--- src/rtl/cnt4_updown_mod.sv ---
// cnt4_updown_mod: 4-bit up/down counter with load, cascade carry, modulus and sticky overflow, built from library cells
module dff_cell (
    input  logic clk,
    input  logic c,
    input  logic d,
    output logic q
);
    // Rising-edge flop with asynchronous clear pin
    always_ff @(posedge clk or posedge c)
        if (c) q <= 1'b0;
        else   q <= d;
endmodule

module not_cell (
    input  logic a,
    output logic y
);
    assign y = ~a;
endmodule

module and2_cell (
    input  logic a,
    input  logic b,
    output logic y
);
    assign y = a & b;
endmodule

module or2_cell (
    input  logic a,
    input  logic b,
    output logic y
);
    assign y = a | b;
endmodule

module xor2_cell (
    input  logic a,
    input  logic b,
    output logic y
);
    assign y = a ^ b;
endmodule

module nor4_cell (
    input  logic a,
    input  logic b,
    input  logic c,
    input  logic d,
    output logic y
);
    assign y = ~(a | b | c | d);
endmodule

module mux2_cell (
    input  logic s,
    input  logic a0,
    input  logic a1,
    output logic y
);
    logic ns, t0, t1;
    not_cell  u_n  (.a(s),  .y(ns));
    and2_cell u_a0 (.a(a0), .b(ns), .y(t0));
    and2_cell u_a1 (.a(a1), .b(s),  .y(t1));
    or2_cell  u_o  (.a(t0), .b(t1), .y(y));
endmodule

module cnt4_updown_mod #(
    parameter int MODULUS = 16
) (
    input  logic       CLK,
    input  logic       RSTN,
    input  logic       EN,
    input  logic       CI,
    input  logic       UP,
    input  logic       LD,
    input  logic [3:0] D,
    input  logic       CLR_OVF,
    output logic [3:0] Q,
    output logic       CO,
    output logic       OVF
);
    localparam logic [3:0] TERM = 4'(MODULUS - 1);
    localparam logic [3:0] MODV = 4'(MODULUS);

    if (MODULUS < 2 || MODULUS > 16) begin : g_bad_mod
        $error("cnt4_updown_mod: MODULUS must be 2..16");
    end

    logic [3:0] q, inc, dec, up_n, dn_n, cnt_v, hold_v, nxt, d_q;
    logic [3:0] ic, bc;
    logic [2:0] nq;
    logic [4:0] ge_t;
    logic z, oor, sel_t, n_ge, wrap_sel, cnt_en, n_ld, cnt, wrap;
    logic ovf, n_clr, keep, ovf_n, ovf_d;

    assign ge_t[0] = 1'b1;
    assign ic[0]   = 1'b1;
    assign bc[0]   = 1'b1;

    for (genvar i = 0; i < 4; i++) begin : g_bit
        // q >= TERM, resolved LSB-first: a 1 in TERM needs q[i]=1, a 0 in TERM is beaten by q[i]=1
        if (TERM[i]) begin : g_ge1
            and2_cell u_ge (.a(q[i]), .b(ge_t[i]), .y(ge_t[i+1]));
        end else begin : g_ge0
            or2_cell  u_ge (.a(q[i]), .b(ge_t[i]), .y(ge_t[i+1]));
        end
        xor2_cell u_inc (.a(q[i]), .b(ic[i]), .y(inc[i]));
        xor2_cell u_dec (.a(q[i]), .b(bc[i]), .y(dec[i]));
        if (i < 3) begin : g_chain
            not_cell  u_nq  (.a(q[i]),  .y(nq[i]));
            and2_cell u_ic  (.a(q[i]),  .b(ic[i]), .y(ic[i+1]));
            and2_cell u_bc  (.a(nq[i]), .b(bc[i]), .y(bc[i+1]));
        end
        and2_cell u_up  (.a(inc[i]),    .b(n_ge),      .y(up_n[i]));
        mux2_cell u_dn  (.s(sel_t),     .a0(dec[i]),   .a1(TERM[i]),  .y(dn_n[i]));
        mux2_cell u_dir (.s(UP),        .a0(dn_n[i]),  .a1(up_n[i]),  .y(cnt_v[i]));
        mux2_cell u_hld (.s(cnt),       .a0(q[i]),     .a1(cnt_v[i]), .y(hold_v[i]));
        mux2_cell u_ld  (.s(LD),        .a0(hold_v[i]),.a1(D[i]),     .y(nxt[i]));
        and2_cell u_rst (.a(RSTN),      .b(nxt[i]),    .y(d_q[i]));
        dff_cell  u_ff  (.clk(CLK), .c(1'b0), .d(d_q[i]), .q(q[i]));
    end

    // Out-of-range detect (q >= MODULUS) only exists when some 4-bit values lie beyond the modulus
    if (MODULUS == 16) begin : g_full
        assign oor = 1'b0;
    end else begin : g_part
        logic [4:0] ge_m;
        assign ge_m[0] = 1'b1;
        for (genvar i = 0; i < 4; i++) begin : g_m
            if (MODV[i]) begin : g_m1
                and2_cell u_gm (.a(q[i]), .b(ge_m[i]), .y(ge_m[i+1]));
            end else begin : g_m0
                or2_cell  u_gm (.a(q[i]), .b(ge_m[i]), .y(ge_m[i+1]));
            end
        end
        assign oor = ge_m[4];
    end

    nor4_cell u_z    (.a(q[0]), .b(q[1]), .c(q[2]), .d(q[3]), .y(z));
    not_cell  u_nge  (.a(ge_t[4]), .y(n_ge));
    or2_cell  u_selt (.a(z), .b(oor), .y(sel_t));
    mux2_cell u_wsel (.s(UP), .a0(z), .a1(ge_t[4]), .y(wrap_sel));
    and2_cell u_cen  (.a(EN), .b(CI), .y(cnt_en));
    and2_cell u_co   (.a(cnt_en), .b(wrap_sel), .y(CO));
    not_cell  u_nld  (.a(LD), .y(n_ld));
    and2_cell u_cnt  (.a(cnt_en), .b(n_ld), .y(cnt));
    and2_cell u_wrap (.a(cnt), .b(wrap_sel), .y(wrap));

    // Sticky overflow: a wrap sets it and beats a simultaneous clear
    not_cell  u_nclr (.a(CLR_OVF), .y(n_clr));
    and2_cell u_keep (.a(ovf), .b(n_clr), .y(keep));
    or2_cell  u_ovfn (.a(wrap), .b(keep), .y(ovf_n));
    and2_cell u_ovfr (.a(RSTN), .b(ovf_n), .y(ovf_d));
    dff_cell  u_ovf  (.clk(CLK), .c(1'b0), .d(ovf_d), .q(ovf));

    assign Q   = q;
    assign OVF = ovf;
endmodule

--- config.mk ---
export PLATFORM = sky130hd
export DESIGN_NAME = cnt4_updown_mod
export DESIGN_NICKNAME = d
export VERILOG_FILES = /design/src/rtl/cnt4_updown_mod.sv
export SDC_FILE = /design/constraint.sdc
export NUM_CORES = 1
export LEC_CHECK = 0
export ABC_CLOCK_PERIOD_IN_PS = 5800
export CAP_MARGIN = 25
export CORE_AREA = 4 4 41 43
export DETAILED_ROUTE_END_ITERATION = 10
export DIE_AREA = 0 0 45 47
export PLACE_DENSITY = 0.57
export SYNTH_ARGS = -nofsm -noshare
export SYNTH_HDL_FRONTEND = slang
export SYNTH_SLANG_ARGS = --single-unit
export TNS_END_PERCENT = 1
--- constraint.sdc ---
create_clock -name CLK -period 5.8 [get_ports CLK]
set_clock_uncertainty 0.1 [all_clocks]
set_input_delay 1.16 -clock CLK [delete_from_list [all_inputs] [get_ports CLK]]
set_output_delay 1.16 -clock CLK [all_outputs]
set_load 0.1 [all_outputs]
==> metrics, run 1 <==
input/output buffers=16; Finished Layout Cells=around 80; Wirelength per Cell=9.92 um; post-layout instance area=564 um2; Initial Util=29.9%; Worst Tran Pin Value=967 ps; worst hold margin=approximately 480 ps; fmax=226 MHz; Placeable Area=0.00130 mm2; post-cts resize count=0; hold path depth=2; Final Setup Violations=0; Synth cell types=18; Die Height=between 40 and 50 um; yosys synthesis warning count=0; Vias/cell=4.42; CP Data Arrival Time=3170 ps; Worst path most repeated cell=clkdlybuf4s50_1; max-slew violation count=0; r2r startpoint=g_bit[0].u_ff.q; Max FO, Critical Path=6; I/O pins=17; Pre-antenna DRT Iters=2; CTS root buffer=clkbuf_4; Yosys top cell area share=about 26%; CP startpoint kind=primary input; Top delay family on crit path=buffers and inverters; Worst-path clk slew=40 ps; Slew headroom=35.3%; layout cells sized above 1=9.52%; Syn Nets=64; Tcrit/Tclk final=76.3%; switching share of power=35.9%; Crit path largest cell delay=1160 ps; Area contributors post-synth=dfxtp_1 26%, ha_1 19%, a21oi_1 7.7%; R2R depth=7; outcome=finished, final reports clean; post-synthesis cell area=389 um2; synthesis-stage register bit count=5; Inst Count DP=between 70 and 80; Placement Cell Area=538 um2; Max Root-Sink Buffers=2; Max-Cap Viols=0; final worst path period need=around 4400 ps; largest net degree at the start of global routing=7; GPL Wtd Cong=0.649; combinational share of power=~38%; hpwl dp=between 600 and 700 um; die area=between 0.002 and 0.0025 mm2; Leakage=roughly 0.00023 uW; total power=127 uW; cell count after synthesis=between 40 and 50; # hold bufs at CTS=0; routed wire length=774 um; P_sw=~45 uW; DRC=0; vias post-DR=between 300 and 400; Worst Hold Endpoint=g_bit[1].u_ff.q; gr usage total=9.09%; Slowest-stage cell, CP=clkdlybuf4s50_1; # H-tree levels=1; commonest non-fill, non-tap cell in the layout=clkdlybuf4s50_1; most frequent cells in the layout=16 x clkdlybuf4s50_1, 6 x a21oi_1, 6 x ha_1; number of global-route vias before repair=347; sequential fraction of design power=30.9%; RR Endpoint=g_bit[3].u_ff.q; CP Cell Sequence=clkdlybuf4s50_1 > mux2i_1 > nor2_1 > clkdlybuf4s50_1; initial antenna violation count=0; Synth area leader=dfxtp_1; critical path type=in2out; Worst Path Required=4540 ps; postcts setup bufs=0; Seq/Total Area, Yosys=25.7%; Iter 0 DRT Violations=1; Remaining Overflow, GRT=0; DRT antenna net count=0; fin nets=81; RSZ-0062 raised after global routing=false; Fin. Hold Viols=0; total CTS buffers=3; power density over the cells=224 mW/mm2; R2R Setup Slk=3840 ps; Clk Latency, worst-skew pair=240 ps; Chip Width=45 um; setup TNS=0 ps; start point of the worst hold path=g_bit[1].u_ff.q; first-pass GRT wire length=1390 um; diode count=0; Row Count=13; CTS tree=yes; Worst Setup End Kind=primary output; clock group share of total power=31.6%; Post-Syn Area per Cell=8.28 um2; internal power=81.2 uW; clock sink count=5; Buf+Inv Stages, Crit Path=2; maximum VDD drop=0.0000964 V; Fillers=149; Hold Path Class=reg2reg; Syn-to-layout area delta=45.0%
power groups by stage:
stage	registers [uW]	logic [uW]	clock network, uW
6_report	39.2	47.5	40.0
5_1_grt	39.8	51.6	43.2
4_1_cts	39.3	48.3	41.4
3_5_place_dp	39.9	47.9	0
3_3_place_gp	39.8	48.2	0
2_1_floorplan	40.0	34.7	0
Yosys cell counts:
| cell type | number |
|---|---|
| a211o_2 | 1 |
| a21boi_2 | 1 |
| a21oi_1 | 6 |
| a311o_1 | 1 |
| a31o_2 | 1 |
| and2_1 | 1 |
| buf_4 | 4 |
| dfxtp_1 | 5 |
| ha_1 | 6 |
| inv_1 | 5 |
| mux2i_1 | 1 |
| nand2_1 | 5 |
| nand2b_1 | 1 |
| nor2_1 | 2 |
| nor3b_1 | 1 |
| o21ai_0 | 3 |
| or2_1 | 1 |
| xnor2_1 | 2 |
per-stage QoR:
step,utilization [%],worst slack [ps]
3_3_place_gp,41.3,1390
6_report,43.4,1370
4_1_cts,43.4,1370
2_1_floorplan,-,1990
5_1_grt,43.4,1300
3_5_place_dp,41.3,1370
layer usage:
metal / up-vias / global-route usage (%) / share of wire [%]
li1: 188 / - / -
met1: 147 / 11.4 / 47
met2: 10 / 14.1 / 46
met3: 0 / 2.30 / 6.7
met4: 0 / 5.26 / 0
met5: - / 0 / 0
state kept, by name (all words and copies together) (netlist names):
register,count
g_bit.u_ff.q,4
u_ovf.q,1
cell families after synthesis:
group	after synthesis	share of synthesized area, %
and+or+nand+nor	11	13.5
xor gates and xnor gates	2	4.50
adders and majority gates	6	19.3
buffers and inverters	9	12.5
DFF	5	25.7
muxes	1	2.57
AOI/OAI and AO/OA	13	21.9
cell type report:
type	count	area [um2]	area share, %
Multi-Input combinational cell	33	240	42.6
Inverter	5	18.8	3.33
Sequential cell	5	100	17.7
Timing Repair Buffer	16	160	28.4
Clock buffer	4	26.3	4.66
Tap cell	15	18.8	3.33
tightest hold or removal path, cell delays in order, from the launching register on:
cell     delay (ps)
dfxtp_1         330
a21oi_1         130
a21oi_1          70
worst max path at each step:
| stage | to | slack, ps | start | depth (start not counted) |
|---|---|---|---|---|
| floorplan | CO | 1990 | UP | 2 |
| global placement | CO | 1390 | UP | 4 |
| detailed placement | CO | 1370 | UP | 4 |
| CTS | CO | 1370 | UP | 4 |
| global route | CO | 1300 | UP | 4 |
| finish | CO | 1370 | UP | 4 |
Note: power is estimated with default switching activity, not from simulation.
==> inputs of run 2 (changes only) <==
- ABC_CLOCK_PERIOD_IN_PS: 5800 -> 3950
- PLACE_DENSITY: 0.57 -> 0.59
- clock period: 5.8 -> 3.95 ns (I/O delays scaled with it)
==> metrics, run 2 (same netlist as run 1, synthesis figures left out) <==
die area=0.00212 mm2; Seq. cell area=100 um2; setup TNS=0 ps; GPL Wtd Cong=0.623; Crit path largest cell delay=590 ps; Die Height=~47 um; layout cells sized above 1=11.1%; # H-tree levels=1; R2R Setup Slk=2000 ps; final worst path period need=2850 ps; Max Root-Sink Buffers=2; gr usage total=around 9%; Placeable Area=between 0.001 and 0.0015 mm2; leading registers by flop count=g_bit.u_ff.q (4), u_ovf.q (1); max reg flops=4; max-slew violation count=0; area of the multi-input gates=240 um2; Worst Tran Pin Value=974 ps; initial antenna violation count=0; Fin. Hold Viols=0; largest net degree at the start of global routing=7; Worst Hold Endpoint=g_bit[2].u_ff.q; input/output buffers=16; Vias/cell=4.53; R2R depth=7; Pre-antenna DRT Iters=2; maximum VDD drop=between 0.0001 and 0.00015 V; post-cts resize count=0; power density over the cells=332 mW/mm2; fin nets=81; hold path depth=2; Largest Register=g_bit.u_ff.q; Slew headroom=34.9%; RR Endpoint=g_bit[3].u_ff.q; number of global-route vias before repair=between 300 and 400; Wirelength per Cell=slightly below 10 um; Final Setup Violations=0; start point of the worst hold path=g_bit[2].u_ff.q; CTS tree=yes; CP startpoint kind=primary input; CTS root buffer=clkbuf_4; WL met1=345 um; Buf+Inv Stages, Crit Path=2; Initial Util=29.9%; total CTS buffers=3; routed wire length=a little under 800 um; Tcrit/Tclk final=between 70 and 80%; Row Count=13; worst hold margin=467 ps; outcome=finished, final reports clean; Worst Setup End Kind=primary output; Leakage=0.000236 uW; critical path type=in2out; commonest non-fill, non-tap cell in the layout=clkdlybuf4s50_1; # hold bufs at CTS=0; Syn-to-layout area delta=44.4%; Iter 0 DRT Violations=3; RSZ-0062 raised after global routing=false; first-pass GRT wire length=between 1000 and 1500 um; most frequent cells in the layout=15 x clkdlybuf4s50_1, 6 x a21oi_1, 6 x ha_1; clock sink count=5; Worst-path clk slew=approximately 40 ps; I/O pins=17; postcts setup bufs=0; top routing layer in use=met3; hpwl dp=between 600 and 700 um; Slowest-stage cell, CP=clkdlybuf4s50_1; Fillers=between 100 and 150; WL met2=353 um; DRC=0; r2r startpoint=g_bit[0].u_ff.q; CP Cell Sequence=clkdlybuf4s50_1 > mux2i_1 > nor2_1 > buf_4; vias post-DR=353; wire length on met3=77 um; Top delay family on crit path=buffers and inverters; Chip Width=~45 um; Max FO, Critical Path=6; Clk Latency, worst-skew pair=240 ps; Worst Path Required=3060 ps; Hold Path Class=reg2reg; DRT antenna net count=0; diode count=0; Remaining Overflow, GRT=0; CP Data Arrival Time=1960 ps; Max-Cap Viols=0; fmax=between 300 and 400 MHz
run 2: report_power, final:
group,switching [uW],internal [uW]
combinational,42.7,26.9
clock,21.3,38.2
sequential,3.48,54.1
run 2: final cells by class:
type | count | area share, %
multi-input combinational | 33 | 42.8
clock buffer | 4 | 4.68
timing repair buffer | 16 | 28.1
sequential | 5 | 17.8
inverter | 5 | 3.34
tap | 15 | 3.34
run 2: through the flow:
stage	total power, uW	instance area (um2)	setup slack (ps)	cells	utilization (%)
after floorplan	110	389	883	47	-
after global placement	129	536	1120	74	41.2
after detailed placement	129	536	1090	74	41.2
after CTS	191	562	1090	78	43.2
after global routing	199	562	1030	78	43.2
final	187	562	1100	78	43.2
run 2: metal layers:
metal  up-vias  GRT usage [%]
met5         -              0
met4         0           7.02
met3         0           3.07
met2        12           13.6
met1       153           10.3
li1        188              -
run 2: worst max-delay path by stage:
stage	startpoint	end	slack (ps)	cells past startpoint
finish	UP	CO	1100	4
global route	UP	CO	1030	4
CTS	UP	CO	1090	4
detailed placement	UP	CO	1090	4
global placement	UP	CO	1120	4
floorplan	UP	CO	880	2
run 2: worst register-to-register path, stage by stage (launching register included):
cell	delay [ps]
dfxtp_1	390
inv_1	60
ha_1	200
ha_1	200
ha_1	280
or2_1	200
a311o_1	330
a21boi_2	130
